--- src/rtl/serial_adder4.sv ---
// -----------------------------------------------------------------------------
// serial_adder4
//
// Bit-serial adder that follows the operand preprocessing stage. It takes the
// conditioned operands AMod/BMod and a carry-in, and computes
// S = AMod + BMod + cin one bit per clock, LSB first. When it finishes it
// reports the sum, the carry-out, the signed overflow flag and the zero flag.
// A start/busy/done handshake controls each addition.
//
// Ports
//   clk    in   1      rising-edge clock
//   rst_n  in   1      asynchronous, active-low reset
//   start  in   1      request; AMod/BMod/cin are sampled on an accepting edge
//   AMod   in   WIDTH  first operand
//   BMod   in   WIDTH  second operand
//   cin    in   1      carry into bit 0
//   busy   out  1      high while bits are being processed (RUN)
//   done   out  1      one-cycle pulse; results are valid from this cycle on
//   S      out  WIDTH  sum, held until the next result completes
//   Cout   out  1      carry out of bit WIDTH-1
//   Ovf    out  1      two's-complement overflow (carry into MSB ^ carry out)
//   Zero   out  1      high when S == 0
//
// Timing: if start is accepted at edge k, the RUN cycles are k+1..k+WIDTH and
// done is high in cycle k+WIDTH+1. A start seen during the DONE cycle begins
// the next addition immediately. A start seen during RUN is ignored.
// -----------------------------------------------------------------------------
module serial_adder4 #(
    parameter int WIDTH = 4
) (
    input  logic             clk,
    input  logic             rst_n,
    input  logic             start,
    input  logic [WIDTH-1:0] AMod,
    input  logic [WIDTH-1:0] BMod,
    input  logic             cin,
    output logic             busy,
    output logic             done,
    output logic [WIDTH-1:0] S,
    output logic             Cout,
    output logic             Ovf,
    output logic             Zero
);

    localparam int CNT_W = (WIDTH > 1) ? $clog2(WIDTH) : 1;
    localparam logic [CNT_W-1:0] CNT_LAST = CNT_W'(WIDTH - 1);

    typedef enum logic [1:0] {
        ST_IDLE = 2'd0,
        ST_RUN  = 2'd1,
        ST_DONE = 2'd2
    } state_t;

    state_t state_reg, state_next;

    // Working registers of the serial datapath
    logic [WIDTH-1:0] a_sh_reg, a_sh_next;
    logic [WIDTH-1:0] b_sh_reg, b_sh_next;
    logic [WIDTH-1:0] s_sh_reg, s_sh_next;
    logic             c_reg,    c_next;
    logic [CNT_W-1:0] cnt_reg,  cnt_next;

    // Committed result registers; they change only on entry to DONE
    logic [WIDTH-1:0] sum_reg,  sum_next;
    logic             cout_reg, cout_next;
    logic             ovf_reg,  ovf_next;
    logic             zero_reg, zero_next;

    // One full-adder slice, always operating on the current LSBs
    logic sum_bit;
    logic carry_bit;

    assign sum_bit   = a_sh_reg[0] ^ b_sh_reg[0] ^ c_reg;
    assign carry_bit = (a_sh_reg[0] & b_sh_reg[0]) |
                       (a_sh_reg[0] & c_reg)       |
                       (b_sh_reg[0] & c_reg);

    // Shift networks. The operands move right, and the new sum bit enters
    // the sum register from the MSB side. After WIDTH steps the first sum bit
    // has reached bit 0.
    logic [WIDTH-1:0] a_shr;
    logic [WIDTH-1:0] b_shr;
    logic [WIDTH-1:0] s_ins;

    generate
        for (genvar gi = 0; gi < WIDTH; gi++) begin : g_shift
            if (gi == WIDTH - 1) begin : g_msb
                assign a_shr[gi] = 1'b0;
                assign b_shr[gi] = 1'b0;
                assign s_ins[gi] = sum_bit;
            end else begin : g_low
                assign a_shr[gi] = a_sh_reg[gi+1];
                assign b_shr[gi] = b_sh_reg[gi+1];
                assign s_ins[gi] = s_sh_reg[gi+1];
            end
        end
    endgenerate

    // Next-state and datapath control
    always_comb begin
        state_next = state_reg;
        a_sh_next  = a_sh_reg;
        b_sh_next  = b_sh_reg;
        s_sh_next  = s_sh_reg;
        c_next     = c_reg;
        cnt_next   = cnt_reg;
        sum_next   = sum_reg;
        cout_next  = cout_reg;
        ovf_next   = ovf_reg;
        zero_next  = zero_reg;

        case (state_reg)
            ST_IDLE, ST_DONE: begin
                // DONE accepts start exactly like IDLE does, which allows
                // back-to-back additions with no idle cycle between them.
                if (start) begin
                    a_sh_next  = AMod;
                    b_sh_next  = BMod;
                    c_next     = cin;
                    s_sh_next  = '0;
                    cnt_next   = '0;
                    state_next = ST_RUN;
                end else begin
                    state_next = ST_IDLE;
                end
            end

            ST_RUN: begin
                a_sh_next = a_shr;
                b_sh_next = b_shr;
                s_sh_next = s_ins;
                c_next    = carry_bit;
                cnt_next  = cnt_reg + CNT_W'(1);
                if (cnt_reg == CNT_LAST) begin
                    // On the MSB step, c_reg is the carry into the MSB and
                    // carry_bit is the carry out of the MSB.
                    sum_next   = s_ins;
                    cout_next  = carry_bit;
                    ovf_next   = c_reg ^ carry_bit;
                    zero_next  = (s_ins == '0);
                    state_next = ST_DONE;
                end
            end

            default: begin
                state_next = ST_IDLE;
            end
        endcase
    end

    always_ff @(posedge clk or negedge rst_n) begin
        if (!rst_n) begin
            state_reg <= ST_IDLE;
        end else begin
            state_reg <= state_next;
        end
    end

    always_ff @(posedge clk or negedge rst_n) begin
        if (!rst_n) begin
            a_sh_reg <= '0;
            b_sh_reg <= '0;
            s_sh_reg <= '0;
            c_reg    <= 1'b0;
            cnt_reg  <= '0;
            sum_reg  <= '0;
            cout_reg <= 1'b0;
            ovf_reg  <= 1'b0;
            zero_reg <= 1'b0;
        end else begin
            a_sh_reg <= a_sh_next;
            b_sh_reg <= b_sh_next;
            s_sh_reg <= s_sh_next;
            c_reg    <= c_next;
            cnt_reg  <= cnt_next;
            sum_reg  <= sum_next;
            cout_reg <= cout_next;
            ovf_reg  <= ovf_next;
            zero_reg <= zero_next;
        end
    end

    assign busy = (state_reg == ST_RUN);
    assign done = (state_reg == ST_DONE);
    assign S    = sum_reg;
    assign Cout = cout_reg;
    assign Ovf  = ovf_reg;
    assign Zero = zero_reg;

endmodule

--- config.mk ---
export PLATFORM = sky130hd
export DESIGN_NAME = serial_adder4
export DESIGN_NICKNAME = d
export VERILOG_FILES = /design/src/rtl/serial_adder4.sv
export SDC_FILE = /design/constraint.sdc
export NUM_CORES = 1
export LEC_CHECK = 0
export BUFFER_PORTS_ARGS = -buffer_cell sky130_fd_sc_hd__buf_2
export CAP_MARGIN = 30
export CORE_MARGIN = 3
export CORE_UTILIZATION = 40
export DETAILED_ROUTE_END_ITERATION = 10
export PLACE_DENSITY_LB_ADDON = 0.25
export SETUP_SLACK_MARGIN = 0.2
export SLEW_MARGIN = 10
export SYNTH_ARGS = -nofsm -noshare
export SYNTH_HDL_FRONTEND = slang
export SYNTH_SLANG_ARGS = --single-unit
--- constraint.sdc ---
create_clock -name clk -period 1.7 [get_ports clk]
set_input_delay 0.34 -clock clk [delete_from_list [all_inputs] [get_ports clk]]
set_output_delay 0.34 -clock clk [all_outputs]
set_load 0.01 [all_outputs]
# Word-level counts from Yosys, hierarchy flattened
# Cells that the tools add are included.
dict set report totals {
  regBits 24
  out_inout_bits 9
  input_bits 12
}
dict set report classes {
  n_addsub 1
  reduce_logical 6
  mux 13
  bitwise_logic 8
  eq_ne 5
}
# operator count
set ops {}
lappend ops {{$pmux 4 s2} 3}
lappend ops {{$mux 4} 3}
lappend ops {{$pmux 2 s2} 2}
lappend ops {{$eq 2x2->1 const B} 2}
lappend ops {{$logic_not 4->1} 1}
lappend ops {{$mux 2} 2}
lappend ops {{$reduce_and 2->1} 2}
lappend ops {{$and 1x1->1} 3}
lappend ops {{$xor 1x1->1} 3}
lappend ops {{$add 2x1->2 const B} 1}
lappend ops {{$eq 2x1->1 const B} 1}
lappend ops {{$logic_not 2->1} 1}
lappend ops {{$mux 1} 2}
lappend ops {{$ne 2x1->1 const B} 1}
lappend ops {{$ne 2x2->1 const B} 1}
lappend ops {{$or 1x1->1} 2}
lappend ops {{$pmux 1 s2} 1}
lappend ops {{$reduce_bool 2->1} 1}
lappend ops {{$reduce_or 2->1} 1}

# Longest topological paths before layout
dict set report logic_depth {
  depth_word 4
  depth_mapped 4
  mapped_depth_nobuf 4
}

# Worst setup path before layout
# Ideal clock, no wire load.
dict set report synth_path {
  path_kind {register to register}
  startpoint {reg a_sh_reg[0]}
  endpoint {reg zero_reg (netlist: Zero)}
  path_stages_with_launch 4
  setup_slack_ns 0.244
  n_path_buf 0
  arrival_ns 1.379
  required_time_ns 1.624
  cell_sequence {dfrtp_1 fa_1 or4_1 o21ai_1}
}
dict set report synth_between {
  elab_chain_cells 3
}
# item line_no
set synth_rtl {}
lappend synth_rtl {{from (decl)} 57} ;# logic [WIDTH-1:0] a_sh_reg, a_sh_next;
lappend synth_rtl {{from (signal assigned)} 171} ;# a_sh_reg <= a_sh_next;
lappend synth_rtl {{$xor 1x1->1 (2 in a row)} 73} ;# assign sum_bit = a_sh_reg[0] ^ b_sh_reg[0] ^ c_reg;
lappend synth_rtl {{net sum_bit} 70} ;# logic sum_bit;
lappend synth_rtl {{$logic_not 4->1} 140} ;# zero_next = (s_ins == '0);
lappend synth_rtl {{to (signal assigned)} 179} ;# zero_reg <= zero_next;
lappend synth_rtl {{to (decl)} 67} ;# logic zero_reg, zero_next;
# The timed path passes the listed nets, and every way through them passes these cells.
# A chain may end at the register's enable or synchronous reset.

# Worst setup path after layout
dict set report layout_path {
  startpoint {reg b_sh_reg[0]}
  endpoint {reg zero_reg (netlist: Zero)}
}
dict set report layout_between {
  elab_chain_cells 3
}
# item line_no
set layout_rtl {}
lappend layout_rtl {{from (decl)} 58} ;# logic [WIDTH-1:0] b_sh_reg, b_sh_next;
lappend layout_rtl {{from (signal assigned)} 172} ;# b_sh_reg <= b_sh_next;
lappend layout_rtl {{$xor 1x1->1 (2 in a row)} 73}
lappend layout_rtl {{net sum_bit} 70}
lappend layout_rtl {{$logic_not 4->1} 140}
# The timed path passes the listed nets, and every way through them passes these cells.

==> impl_metrics.json <==
{
  "ctsHtreeMaxLevel": 1,
  "preCtsSetupSlack_ns": 0.192,
  "r2r_end": "Zero$_DFFE_PN0P_",
  "final_cell_mix": "dfrtp_1, buf_2, mux2_1, mux2i_1, nor2b_1",
  "avgSynthCellArea_um2": 12.1,
  "worstPathRequired_ns": 1.94,
  "grt_pass1_wl_mm": 3.71,
  "path_class": "reg -> reg",
  "end_kind": "flop",
  "rr_worst_depth": 3,
  "clock_sinks": 23,
  "yosysTopAreaCell": "dfrtp_1",
  "fin_util_pct": 52.2,
  "dpl-instance-area_um2": 1210,
  "synth_area_um2": 1090,
  "synth-seq-area-share_pct": 52.7,
  "cpPeakStageDelay_ns": 0.49,
  "p_int_mw": 1.53,
  "yosysWarnings": 0,
  "switching_share_pct": 36.6,
  "tritoncts": "yes",
  "worstPathMaxFanout": 2,
  "fmax_mhz": 672,
  "p_comb_share_pct": 48.3,
  "outcome": "complete, no violations",
  "r2r-start": "b_sh_reg[0]$_DFFE_PN0P_",
  "core-area_um2": 2540,
  "setup_tns_ns": 0,
  "synth-seq-cells": 23,
  "yosysTopAreaCellShare_pct": 52.7,
  "vias": 774,
  "clkTransAtPathRegs_ns": 0.12,
  "diodes": 0,
  "first_global_vias": 802,
  "crit_family": "adder cells",
  "hold_viol": 0,
  "start_util_pct": 42.9,
  "cp_num_buf_inv": 0,
  "synth_area_leaders": "dfrtp_1, mux2_1, mux2i_1, nor2b_1, a211oi_1",
  "antenna_found_initial": 0,
  "routed_wl_mm": 2.07,
  "ff2ff_setup_slack_ns": 0.21,
  "num_rows": 18,
  "grt.overflow.total": 0,
  "final_cell_area_um2": 1330,
  "fin_crit_sh_pct": 87.5,
  "clockPowerShare_pct": 10.1,
  "clock_path_buffers": 2,
  "first_pass_iters": 3,
  "ios": 21,
  "final_common_cell": "dfrtp_1",
  "yosysUniqueCellTypes": 25,
  "routedWlPerCell_um": 13.9,
  "cp_slowest_cell": "fa_1",
  "worstHoldPathCells": 2,
  "slew_headroom_pct": 66.1,
  "cap_violations": 0,
  "min_to": "b_sh_reg[3]$_DFFE_PN0P_",
  "areaGrowthSynthToFinish_pct": 21.5,
  "layout.nets": 134,
  "p_sw_mw": 0.884,
  "synthesis.nets": 104,
  "cts_buffers": 3,
  "path_cells": "fa_1 > or4_1 > o21ai_1",
  "irDropWorstVdd_uv": 931,
  "seqPwrFrac_pct": 41.7,
  "power.density_nw_per_um2": 1820,
  "hp-start": "BMod[3]",
  "gp_congestion": 0.725,
  "numPortBuffers": 20,
  "die_h_um": 58.3,
  "track_usage_pct": 14.5,
  "root_buffer": "clkbuf_4",
  "setup_viol": 0,
  "postSynthCellCount": 90,
  "drt_iter0_drc": 10,
  "hold_class": "in -> reg",
  "finClkSkew_ns": 0.00386,
  "finalCriticalPeriod_ns": 1.49,
  "design.die.area_um2": 3390,
  "startpoint_type": "flop",
  "routed_via_density": 5.19,
  "drv_slew": 0,
  "rsz0062_at_grt": "true",
  "drc": 0,
  "drive_gt1_share_pct": 31.9,
  "total_power_mw": 2.42,
  "p_leak_nw": 0.617,
  "grt_max_degree": 24,
  "die_w_um": 58.3,
  "worstMarginPinSlew_ns": 0.508,
  "dpl.hpwl_mm": 1.46,
  "postRouteAntennaNets": 0,
  "setup_ws_ns": 0.213,
  "clk_latency_ns": 0.30,
  "crit_arrival_ns": 1.72
}
==> power groups by stage <==
stage | clock network (mW) | logic (mW) | registers (mW)
finish | 0.243 | 1.17 | 1.01
CTS | 0.257 | 1.16 | 1.00
global route | 0.278 | 1.31 | 1.05
global placement | 0 | 0.945 | 1.03
detailed placement | 0 | 0.976 | 1.04
floorplan | 0 | 0.733 | 1.01
==> metal layers <==
| layer | global-route usage [%] | share of wire (%) |
|---|---|---|
| met1 | 19.8 | 47 |
| met2 | 22.7 | 49 |
| met3 | 2.45 | 3.4 |
| met4 | 5.96 | 0.58 |
| met5 | 0 | 0 |
==> how the worst max path moves through the flow <==
stage | startpoint | end | slack [ns] | cells after the start
after floorplan | a_sh_reg[0]$_DFFE_PN0P_ | Zero$_DFFE_PN0P_ | 0.24 | 3
after global placement | a_sh_reg[0]$_DFFE_PN0P_ | Zero$_DFFE_PN0P_ | 0.21 | 3
after detailed placement | a_sh_reg[0]$_DFFE_PN0P_ | Zero$_DFFE_PN0P_ | 0.19 | 3
after CTS | state_reg[1]$_DFFE_PN0P_ | busy | 0.15 | 3
after global routing | a_sh_reg[0]$_DFFE_PN0P_ | Zero$_DFFE_PN0P_ | 0.16 | 3
final | b_sh_reg[0]$_DFFE_PN0P_ | Zero$_DFFE_PN0P_ | 0.21 | 3
==> logic make-up (layout without fill, tap and decap cells) <==
family	Yosys count	in the layout	synth area share [%]
mux	15	15	14.7
buf+inv	6	35	3.78
fa+ha+maj	2	2	2.98
flops	23	23	52.7
xor+xnor	1	1	0.802
simple gates	20	20	11.3
compound gates	23	23	13.7
==> area by class of cell <==
class | instances | area (um2)
flip-flops and latches | 23 | 578
multi-input cells | 61 | 490
fillers | 244 | 1220
repair buffers | 29 | 188
clock buffers | 4 | 26.3
well taps | 30 | 37.5
inverters | 2 | 7.51
==> metrics by stage <==
step                hold slack (ns)  std cells
detailed placement            0.339        138
finish                        0.268        149
global route                  0.250        149
CTS                           0.259        149
floorplan                    0.0444         90
global placement              0.341        138
==> cell usage after synthesis, drive strengths merged <==
| cell type | n |
|---|---|
| nand2b | 2 |
| a22o | 5 |
| dfrtp | 23 |
| or4 | 1 |
| nand3b | 1 |
| nor2b | 8 |
| fa | 1 |
| mux2 | 8 |
| nor3 | 1 |
| nand3 | 2 |
| nor2 | 3 |
| inv | 2 |
| a211oi | 6 |
| a21oi | 6 |
| o21ai | 5 |
| mux2i | 7 |
| ha | 1 |
| buf | 4 |
| xnor2 | 1 |
| o22ai | 1 |
| nand2 | 2 |
==> repair_timing <==
action                                  in CTS  in global routing
pin swaps                                    1                  0
hold endpoints to repair                    11                  0
setup buffers                                6                  0
resized for setup                            4                  6
hold buffers                                 1                  0
endpoints found under the setup margin       3                  3
No activity file was read; power rests on OpenSTA's default activity.
